[src/rtl/wbk_ctrl_if.sv]
// Handshake bundle between the write-back sequencer, the object
// processor sequencer, the arithmetic unit and the bus write port.
interface wbk_ctrl_if;
    logic       wbreq;
    logic       scaled;
    logic       wbkdone;
    logic       heightnz;
    logic       memack;
    logic       wbkstart;
    logic       memwr;
    logic [1:0] wrsel;
    logic       wback;
    logic       expire;
    logic       busy;
    logic       tmo;

    modport master (
        output wbreq, scaled, wbkdone, heightnz, memack,
        input  wbkstart, memwr, wrsel, wback, expire, busy, tmo
    );

    modport slave (
        input  wbreq, scaled, wbkdone, heightnz, memack,
        output wbkstart, memwr, wrsel, wback, expire, busy, tmo
    );
endinterface

[src/rtl/wbk_ctrl.sv]
// Object-processor write-back sequencer: start arithmetic, wait,
// write phrase 0 (and phrase 2 for scaled objects), acknowledge.
module wbk_ctrl #(
    parameter int WB_TIMEOUT = 15
) (
    input  logic        clk,
    input  logic        reset,
    wbk_ctrl_if.slave   bus
);
    typedef enum logic [2:0] {
        IDLE, START, CALC, WR0, WR2, DONE
    } state_t;

    localparam logic [7:0] LAST = 8'(WB_TIMEOUT - 1);

    state_t     state;
    logic [7:0] cnt;
    logic       scl_r;
    logic       hnz_r;
    logic       tmo_r;
    logic       start_r;
    logic       memwr_r;
    logic [1:0] wrsel_r;
    logic       wback_r;
    logic       expire_r;
    logic       busy_r;

    assign bus.wbkstart = start_r;
    assign bus.memwr    = memwr_r;
    assign bus.wrsel    = wrsel_r;
    assign bus.wback    = wback_r;
    assign bus.expire   = expire_r;
    assign bus.busy     = busy_r;
    assign bus.tmo      = tmo_r;

    // Sequencer; outputs are registered alongside the next state.
    always_ff @(posedge clk or posedge reset) begin
        if (reset) begin
            state    <= IDLE;
            cnt      <= '0;
            scl_r    <= 1'b0;
            hnz_r    <= 1'b0;
            tmo_r    <= 1'b0;
            start_r  <= 1'b0;
            memwr_r  <= 1'b0;
            wrsel_r  <= 2'd0;
            wback_r  <= 1'b0;
            expire_r <= 1'b0;
            busy_r   <= 1'b0;
        end else begin
            start_r  <= 1'b0;
            wback_r  <= 1'b0;
            expire_r <= 1'b0;
            unique case (state)
                IDLE: begin
                    if (bus.wbreq) begin
                        scl_r   <= bus.scaled;
                        tmo_r   <= 1'b0;
                        cnt     <= '0;
                        state   <= START;
                        start_r <= 1'b1;
                        busy_r  <= 1'b1;
                    end
                end
                START: begin
                    state <= CALC;
                end
                CALC: begin
                    cnt <= cnt + 8'd1;
                    if (bus.wbkdone) begin
                        hnz_r <= bus.heightnz;
                        if (bus.heightnz) begin
                            state   <= WR0;
                            memwr_r <= 1'b1;
                            wrsel_r <= 2'd0;
                        end else begin
                            state    <= DONE;
                            wback_r  <= 1'b1;
                            expire_r <= 1'b1;
                        end
                    end else if (cnt == LAST) begin
                        tmo_r   <= 1'b1;
                        hnz_r   <= 1'b1;
                        state   <= DONE;
                        wback_r <= 1'b1;
                    end
                end
                WR0: begin
                    if (bus.memack) begin
                        if (scl_r) begin
                            state   <= WR2;
                            wrsel_r <= 2'd2;
                        end else begin
                            state    <= DONE;
                            memwr_r  <= 1'b0;
                            wrsel_r  <= 2'd0;
                            wback_r  <= 1'b1;
                            expire_r <= !hnz_r;
                        end
                    end
                end
                WR2: begin
                    if (bus.memack) begin
                        state    <= DONE;
                        memwr_r  <= 1'b0;
                        wrsel_r  <= 2'd0;
                        wback_r  <= 1'b1;
                        expire_r <= !hnz_r;
                    end
                end
                DONE: begin
                    state  <= IDLE;
                    busy_r <= 1'b0;
                end
                default: begin
                    state <= IDLE;
                end
            endcase
        end
    end
endmodule

[src/flat_wrapper.sv]
// flat-port wrapper written by rule: the top's interface ports become plain ports
module wbk_ctrl_flat 
#(
    parameter int WB_TIMEOUT = 15
)
  (clk, reset, bus_wbreq, bus_scaled, bus_wbkdone, bus_heightnz, bus_memack, bus_wbkstart, bus_memwr, bus_wrsel, bus_wback, bus_expire, bus_busy, bus_tmo);
  wbk_ctrl_if bus_i ();
  input  logic clk;
  input  logic reset;
  input wire logic [$bits(bus_i.wbreq)-1:0] bus_wbreq;
  input wire logic [$bits(bus_i.scaled)-1:0] bus_scaled;
  input wire logic [$bits(bus_i.wbkdone)-1:0] bus_wbkdone;
  input wire logic [$bits(bus_i.heightnz)-1:0] bus_heightnz;
  input wire logic [$bits(bus_i.memack)-1:0] bus_memack;
  output wire logic [$bits(bus_i.wbkstart)-1:0] bus_wbkstart;
  output wire logic [$bits(bus_i.memwr)-1:0] bus_memwr;
  output wire logic [$bits(bus_i.wrsel)-1:0] bus_wrsel;
  output wire logic [$bits(bus_i.wback)-1:0] bus_wback;
  output wire logic [$bits(bus_i.expire)-1:0] bus_expire;
  output wire logic [$bits(bus_i.busy)-1:0] bus_busy;
  output wire logic [$bits(bus_i.tmo)-1:0] bus_tmo;
  assign bus_i.wbreq = bus_wbreq;
  assign bus_i.scaled = bus_scaled;
  assign bus_i.wbkdone = bus_wbkdone;
  assign bus_i.heightnz = bus_heightnz;
  assign bus_i.memack = bus_memack;
  assign bus_wbkstart = bus_i.wbkstart;
  assign bus_memwr = bus_i.memwr;
  assign bus_wrsel = bus_i.wrsel;
  assign bus_wback = bus_i.wback;
  assign bus_expire = bus_i.expire;
  assign bus_busy = bus_i.busy;
  assign bus_tmo = bus_i.tmo;
  wbk_ctrl #(.WB_TIMEOUT(WB_TIMEOUT)) u_core (.clk(clk), .reset(reset), .bus(bus_i));
endmodule
[config.mk]
export PLATFORM = sky130hd
export DESIGN_NAME = wbk_ctrl_flat
export DESIGN_NICKNAME = d
export VERILOG_FILES = /design/src/rtl/wbk_ctrl_if.sv /design/src/rtl/wbk_ctrl.sv /design/src/flat_wrapper.sv
export SDC_FILE = /design/constraint.sdc
export NUM_CORES = 1
export LEC_CHECK = 0
export ABC_CLOCK_PERIOD_IN_PS = 3000
export BUFFER_PORTS_ARGS = -buffer_cell sky130_fd_sc_hd__buf_2
export CORE_ASPECT_RATIO = 0.75
export CORE_MARGIN = 3
export CORE_UTILIZATION = 45
export CTS_CLUSTER_SIZE = 40
export DETAILED_ROUTE_END_ITERATION = 6
export GPL_TIMING_DRIVEN = 1
export PLACE_DENSITY = 0.65
export SYNTH_ARGS = -nofsm -noshare
export SYNTH_HDL_FRONTEND = slang
export SYNTH_SLANG_ARGS = --single-unit
export TNS_END_PERCENT = 30
[constraint.sdc]
create_clock -name clk -period 3 [get_ports clk]
set_input_delay 0.6 -clock clk [delete_from_list [all_inputs] [get_ports clk]]
set_output_delay 0.6 -clock clk [all_outputs]
set_load 0.1 [all_outputs]
==> impl_metrics.py, run 1 <==
metrics = {
    "power": {
        "p_leak_nw": 0.561,
        "power_density_mw_per_mm2": 952,
        "finalPower_mw": 1.10,
        "ir_drop_mv": 0.499,
    },
    "worst_setup_path": {
        "end_kind": "flop",
        "cp_data_required_time_ns": 3.19,
        "crit_chain": "inv_1 -> ha_1 -> or4b_4 -> nor3_4 -> o31ai_2 -> a22o_1",
        "arrival_ns": 1.97,
        "critPathKind": "reg -> reg",
        "critPathMaxStageDelay_ns": 0.46,
        "cpMaxStageDelayCell": "dfrtp_1",
        "crit_fanout": 7,
        "timing.critical_path.buf_inv": 1,
        "r2r_slack_ns": 1.22,
        "crit_family": "simple AND/OR/NAND/NOR gates",
        "cp-start-kind": "flop",
    },
    "route": {
        "dr_total_vias": 831,
        "routedWlPerCell_um": 13.6,
        "antenna_left": 0,
        "vias_per_cell": 5.40,
        "wirelength_mm": 2.09,
        "dr.first_iter.drc_count": 31,
        "drc": 0,
        "firstDrtPassIters": 4,
    },
    "yosys": {
        "synth_edf_count": 0,
        "syn_inst": 111,
        "yosys.area.top_type": "dfrtp_1",
        "seq_area_frac_synth_pct": 46.7,
        "yosys_warnings": 0,
        "avgSynthCellArea_sq_um": 9.66,
        "synth_area_sq_mm": 0.00107,
        "yosysTopAreaCellShare_pct": 46.7,
        "yosys-top-cells-area": "dfrtp_1, o21ai_1, nand2_1, mux2i_1, ha_1",
        "ys_types": 37,
        "synthFlopType": "dfrtp_1",
        "synth_async_sr_flop_share_pct": 100,
        "ys_ff_latch": 20,
        "synth_nets": 120,
    },
    "placed_design": {
        "place.gp.congestion": 0.780,
        "hpwl_mm": 1.53,
        "io_buffers": 13,
        "dp_worst_setup_slack_ns": 1.24,
    },
    "global_route": {
        "grt_pass1_wl_mm": 3.53,
        "antenna_found_initial": 0,
        "grt_max_degree": 21,
        "grt_pass1_vias": 718,
        "grt_overflow_total": 0,
        "track_usage_pct": 15.6,
    },
    "hold_path": {
        "hp-class": "in -> async",
    },
    "timing": {
        "setup_viol": 0,
        "worst_pin_slew_ns": 0.728,
        "clock_skew_ns": 0.00417,
        "finalSetupTns_ns": 0,
        "min_period_over_period_pct": 59.4,
        "finalHoldViolations": 0,
        "grt_setup_unrepaired": "false",
        "setup_ws_ns": 1.22,
        "hold_slack_ns": 0.407,
        "fin_crit_ns": 1.78,
        "final_max_slew_viol_count": 0,
        "max_clock_freq_mhz": 561,
        "maxSlewHeadroom_pct": 51.4,
    },
    "clock_network": {
        "cts_root_buf": "clkbuf_4",
        "cts_made_buffers": 3,
        "clk_pin_slew_ns": 0.10,
        "cts_tree": "built",
        "cts_setup_buffers": 0,
        "clk_latency_ns": 0.29,
        "cts_htree_levels": 1,
        "clockBufferDepth": 2,
        "ctsHoldBuffers": 0,
        "cts_resized": 0,
        "cts.sinks": 20,
    },
    "finish": {
        "final_common_cell": "dfrtp_1",
        "fillers": 227,
        "final_cell_mix": "dfrtp_1, o21ai_1, nand2_1, buf_2, nor2_1",
        "layout.nets": 133,
        "drive_above_1_share_pct": 18.9,
        "area_growth_pct": 8.17,
        "diodes": 0,
    },
    "floorplanning": {
        "rows": 14,
        "die-area_sq_mm": 0.00301,
        "ios": 15,
        "die_h_um": 48.3,
        "dieWidth_um": 62.4,
        "core-area_sq_mm": 0.00214,
        "start_util_pct": 50.2,
    },
    "run": {
        "maxCapViolations": 0,
    },
    "outcome": {
        "outcome": "completed",
    },
}
final timing paths:
| check | from | endpoint | cells past startpoint |
|---|---|---|---|
| max | u_core.cnt[0] | u_core.state[1] | 6 |
| min | reset | u_core.bus.tmo | 2 |
| max reg2reg | u_core.cnt[0] | u_core.state[1] | 6 |
| min reg2reg | u_core.hnz_r | u_core.bus.expire | 1 |
| max in group asynchronous | reset | u_core.cnt[7] | 2 |
| min in group clk | u_core.hnz_r | u_core.bus.expire | 1 |
where the power goes:
group | total, mW | leakage [nW] | switching [mW] | internal (mW)
registers | 0.451 | 0.261 | 0.109 | 0.342
logic | 0.533 | 0.286 | 0.380 | 0.153
clock network | 0.121 | 0.0138 | 0.0739 | 0.0468
cell usage after synthesis, drive strengths merged, types with 2 or more instances:
library cell	count
a21oi	3
a22o	2
dfrtp	20
o21bai	2
buf	5
nor3	3
nor2	6
nand3	2
nand4	3
o21ai	17
a31oi	2
nor4	2
o21a	2
mux2i	3
nand2	13
and3	3
ha	2
inv	7
registers in the layout (all words and copies together) (netlist names):
register,count
u_core.bus.wbkstart,1
u_core.bus.busy,1
u_core.bus.wback,1
u_core.hnz_r,1
u_core.cnt,8
u_core.scl_r,1
u_core.bus.memwr,1
u_core.bus.tmo,1
u_core.bus.expire,1
u_core.state,3
u_core.bus.wrsel,1
area by class of cell:
cell class / count / area, sq um / area share (%)
multi-input combinational: 79 / 505 / 43.6
sequential: 20 / 500 / 43.2
timing repair buffer: 13 / 65.1 / 5.61
tap: 32 / 40.0 / 3.45
inverter: 7 / 26.3 / 2.27
clock buffer: 3 / 22.5 / 1.94
cell families after synthesis:
| logic type | after synthesis | synth area share [%] |
|---|---|---|
| AND/OR/NAND/NOR | 40 | 22.2 |
| AO/OA/AOI/OAI | 32 | 18.4 |
| flip-flops | 20 | 46.7 |
| buffers and inverters | 12 | 6.18 |
| multiplexers | 4 | 3.85 |
| adder cells (fa/ha/maj) | 2 | 2.33 |
| other | 1 | 0.350 |
metrics by stage:
| step | area (sq um) | std cells | util [%] |
|---|---|---|---|
| 4_1_cts | 1160 | 154 | 54.3 |
| 3_5_place_dp | 1140 | 151 | 53.2 |
| 6_report | 1160 | 154 | 54.3 |
| 2_1_floorplan | 1070 | 111 | - |
| 5_1_grt | 1160 | 154 | 54.3 |
| 3_3_place_gp | 1140 | 151 | 53.2 |
routing by layer:
metal	global-route usage [%]	wire length, um	up-vias
met3	5.76	125	5
met4	3.95	19	0
met5	0	0	-
met1	22.8	1190	382
li1	-	-	420
met2	21.8	754	24
Note: power is estimated with default switching activity, not from simulation.
==> run 2: changes to the inputs <==
--- a/config.mk
+++ b/config.mk
@@ -5,7 +5,8 @@
 export SDC_FILE = /design/constraint.sdc
 export NUM_CORES = 1
 export LEC_CHECK = 0
-export ABC_CLOCK_PERIOD_IN_PS = 3000
+export ABC_AREA = 1
+export ABC_CLOCK_PERIOD_IN_PS = 1700
 export BUFFER_PORTS_ARGS = -buffer_cell sky130_fd_sc_hd__buf_2
 export CORE_ASPECT_RATIO = 0.75
 export CORE_MARGIN = 3
@@ -13,7 +14,6 @@
 export CTS_CLUSTER_SIZE = 40
 export DETAILED_ROUTE_END_ITERATION = 6
 export GPL_TIMING_DRIVEN = 1
-export PLACE_DENSITY = 0.65
 export SYNTH_ARGS = -nofsm -noshare
 export SYNTH_HDL_FRONTEND = slang
 export SYNTH_SLANG_ARGS = --single-unit
==> constraint.sdc (replaced) <==
create_clock -name clk -period 1.7 [get_ports clk]
set_input_delay 0.34 -clock clk [delete_from_list [all_inputs] [get_ports clk]]
set_output_delay 0.34 -clock clk [all_outputs]
set_load 0.1 [all_outputs]
==> run 2 against run 1 <==
  * Combinational power is 120% higher
  * Synthesized cell count rose by 36%
  * Clock power grew 130%
  * Total power grew 110%
  * Worst setup slack worse by 0.97 ns
  * Area after synthesis up 5.4%
  * Sequential share of layout area is 3.5 points lower
  * Core utilization is 0.51 points lower
  * Cell count rose by 30%
  * Sequential power grew 77%
  * Critical path type is now reg -> out
  * Critical endpoint is now bus_tmo
==> impl_metrics.py, run 2 <==
metrics = {
    "outcome": {
        "outcome": "completed",
    },
    "finish": {
        "finalCoreUtilization_pct": 53.8,
        "regArea_sq_um": 500,
        "drive_above_1_share_pct": 18.7,
        "multi_input_area_sq_um": 534,
        "layout.nets": 176,
        "area_growth_pct": 11.6,
        "largest_reg_flops": 8,
        "biggestRegsByFlops": "u_core.cnt x8, u_core.state x3",
        "final_cell_mix": "nand2_1, dfrtp_1, inv_1",
        "diodes": 0,
        "final_common_cell": "nand2_1",
        "fillers": 248,
        "regMostFlops": "u_core.cnt",
    },
    "floorplanning": {
        "rows": 15,
        "dieWidth_um": 63.9,
        "core-area_sq_mm": 0.00235,
        "die-area_sq_mm": 0.00315,
        "die_h_um": 49.4,
        "ios": 15,
        "start_util_pct": 48.2,
    },
    "clock_network": {
        "ctsHoldBuffers": 0,
        "cts_htree_levels": 1,
        "cts_made_buffers": 3,
        "cts_tree": "built",
        "cts_resized": 0,
        "clockBufferDepth": 2,
        "clk_latency_ns": 0.31,
        "cts_setup_buffers": 0,
        "cts.sinks": 20,
        "clk_pin_slew_ns": 0.11,
        "cts_root_buf": "clkbuf_4",
    },
    "yosys": {
        "avgSynthCellArea_sq_um": 7.48,
        "yosysTopAreaCellShare_pct": 44.3,
        "synth_async_sr_flop_share_pct": 100,
        "ys_types": 22,
        "seq_area_frac_synth_pct": 44.3,
        "synth_nets": 160,
        "synth_area_sq_mm": 0.00113,
        "ys_top_cells_by_count": "nand2_1, dfrtp_1, inv_1",
        "synthFlopType": "dfrtp_1",
        "yosys.area.top_type": "dfrtp_1",
        "ys_ff_latch": 20,
        "synth_most_common_cell": "nand2_1",
        "yosys-top-cells-area": "dfrtp_1, nand2_1, nand3_1, o21ai_0, inv_1",
        "synth_edf_count": 0,
        "syn_inst": 151,
        "yosys_warnings": 0,
    },
    "route": {
        "antenna_left": 0,
        "dr.first_iter.drc_count": 50,
        "wirelength_mm": 2.29,
        "routedWlPerCell_um": 11.5,
        "dr_total_vias": 987,
        "vias_per_cell": 4.94,
        "drc": 0,
        "firstDrtPassIters": 4,
    },
    "placed_design": {
        "place.gp.congestion": 0.750,
        "io_buffers": 13,
        "dp_worst_setup_slack_ns": 0.333,
        "hpwl_mm": 1.69,
    },
    "timing": {
        "hold_slack_ns": 0.0347,
        "max_clock_freq_mhz": 689,
        "finalHoldViolations": 0,
        "fin_crit_ns": 1.45,
        "finalSetupTns_ns": 0,
        "min_period_over_period_pct": 85.4,
        "setup_ws_ns": 0.248,
        "grt_setup_unrepaired": "false",
        "clock_skew_ns": 0.00234,
        "setup_viol": 0,
        "final_max_slew_viol_count": 0,
    },
    "power": {
        "power_density_mw_per_mm2": 1800,
        "p_leak_nw": 0.657,
        "finalPower_mw": 2.27,
        "ir_drop_mv": 0.856,
    },
    "worst_setup_path": {
        "critPathKind": "reg -> out",
        "crit_chain": "buf_2",
        "arrival_ns": 1.11,
        "crit_fanout": 2,
        "timing.critical_path.buf_inv": 1,
        "crit_family": "buffers and inverters",
        "critPathMaxStageDelay_ns": 0.43,
        "cp-start-kind": "flop",
        "cp_data_required_time_ns": 1.36,
        "cpMaxStageDelayCell": "buf_2",
        "end_kind": "primary output",
    },
    "global_route": {
        "grt_pass1_vias": 881,
        "grt_overflow_total": 0,
        "grt_max_degree": 21,
        "antenna_found_initial": 0,
        "track_usage_pct": 17.2,
        "grt_pass1_wl_mm": 4.16,
    },
    "run": {
        "maxCapViolations": 0,
    },
    "hold_path": {
        "hp-class": "in -> async",
    },
}
run 2: layout make-up:
cell class / count / share of cell area (%)
multi-input combinational: 108 / 42.4
sequential: 20 / 39.7
inverter: 20 / 5.95
timing repair buffer: 14 / 5.75
tap: 34 / 3.37
clock buffer: 4 / 2.88
run 2: routing by layer:
metal / wire (um) / vias up / GRT usage [%]
met5: 0 / - / 0
met4: 23 / 0 / 4.30
met3: 170 / 4 / 5.53
met2: 923 / 33 / 23.2
met1: 1170 / 441 / 26.1
li1: - / 509 / -
run 2: cell families after synthesis:
| group | count (synthesis) | share of synthesized area [%] |
|---|---|---|
| AND/OR/NAND/NOR | 84 | 34.6 |
| buffers and inverters | 23 | 8.42 |
| AO/OA/AOI/OAI | 20 | 9.41 |
| flip-flops | 20 | 44.3 |
| adder cells (fa/ha/maj) | 2 | 2.21 |
| XOR/XNOR | 1 | 0.775 |
| other | 1 | 0.332 |
run 2: final timing paths:
check | cells after the start | slack, ns | to | startpoint
min reg2reg | 2 | 0.50 | u_core.bus.wrsel[1] | u_core.bus.wrsel[1]
min | 3 | 0.03 | u_core.cnt[3] | reset
min in group clk | 3 | 0.24 | u_core.scl_r | bus_scaled
max in group asynchronous | 3 | 1.46 | u_core.state[2] | reset
max reg2reg | 7 | 0.27 | u_core.bus.tmo | u_core.state[1]
max | 1 | 0.25 | bus_tmo | u_core.bus.tmo
run 2: through the flow:
| step | instance area, sq um | std cells |
|---|---|---|
| finish | 1260 | 200 |
| global route | 1260 | 200 |
| CTS | 1260 | 200 |
| detailed placement | 1220 | 196 |
| global placement | 1220 | 196 |
| floorplan | 1130 | 151 |
run 2: report_power, final:
group / leakage, nW / switching, mW / total [mW] / internal, mW
registers: 0.262 / 0.169 / 0.798 / 0.629
clock network: 0.0210 / 0.149 / 0.280 / 0.131
logic: 0.374 / 0.911 / 1.19 / 0.279
run 2: worst min-delay path: cells and delay by family:
| family | cells | cell delay, ns |
|---|---|---|
| buffers and inverters | 3 | 0.39 |
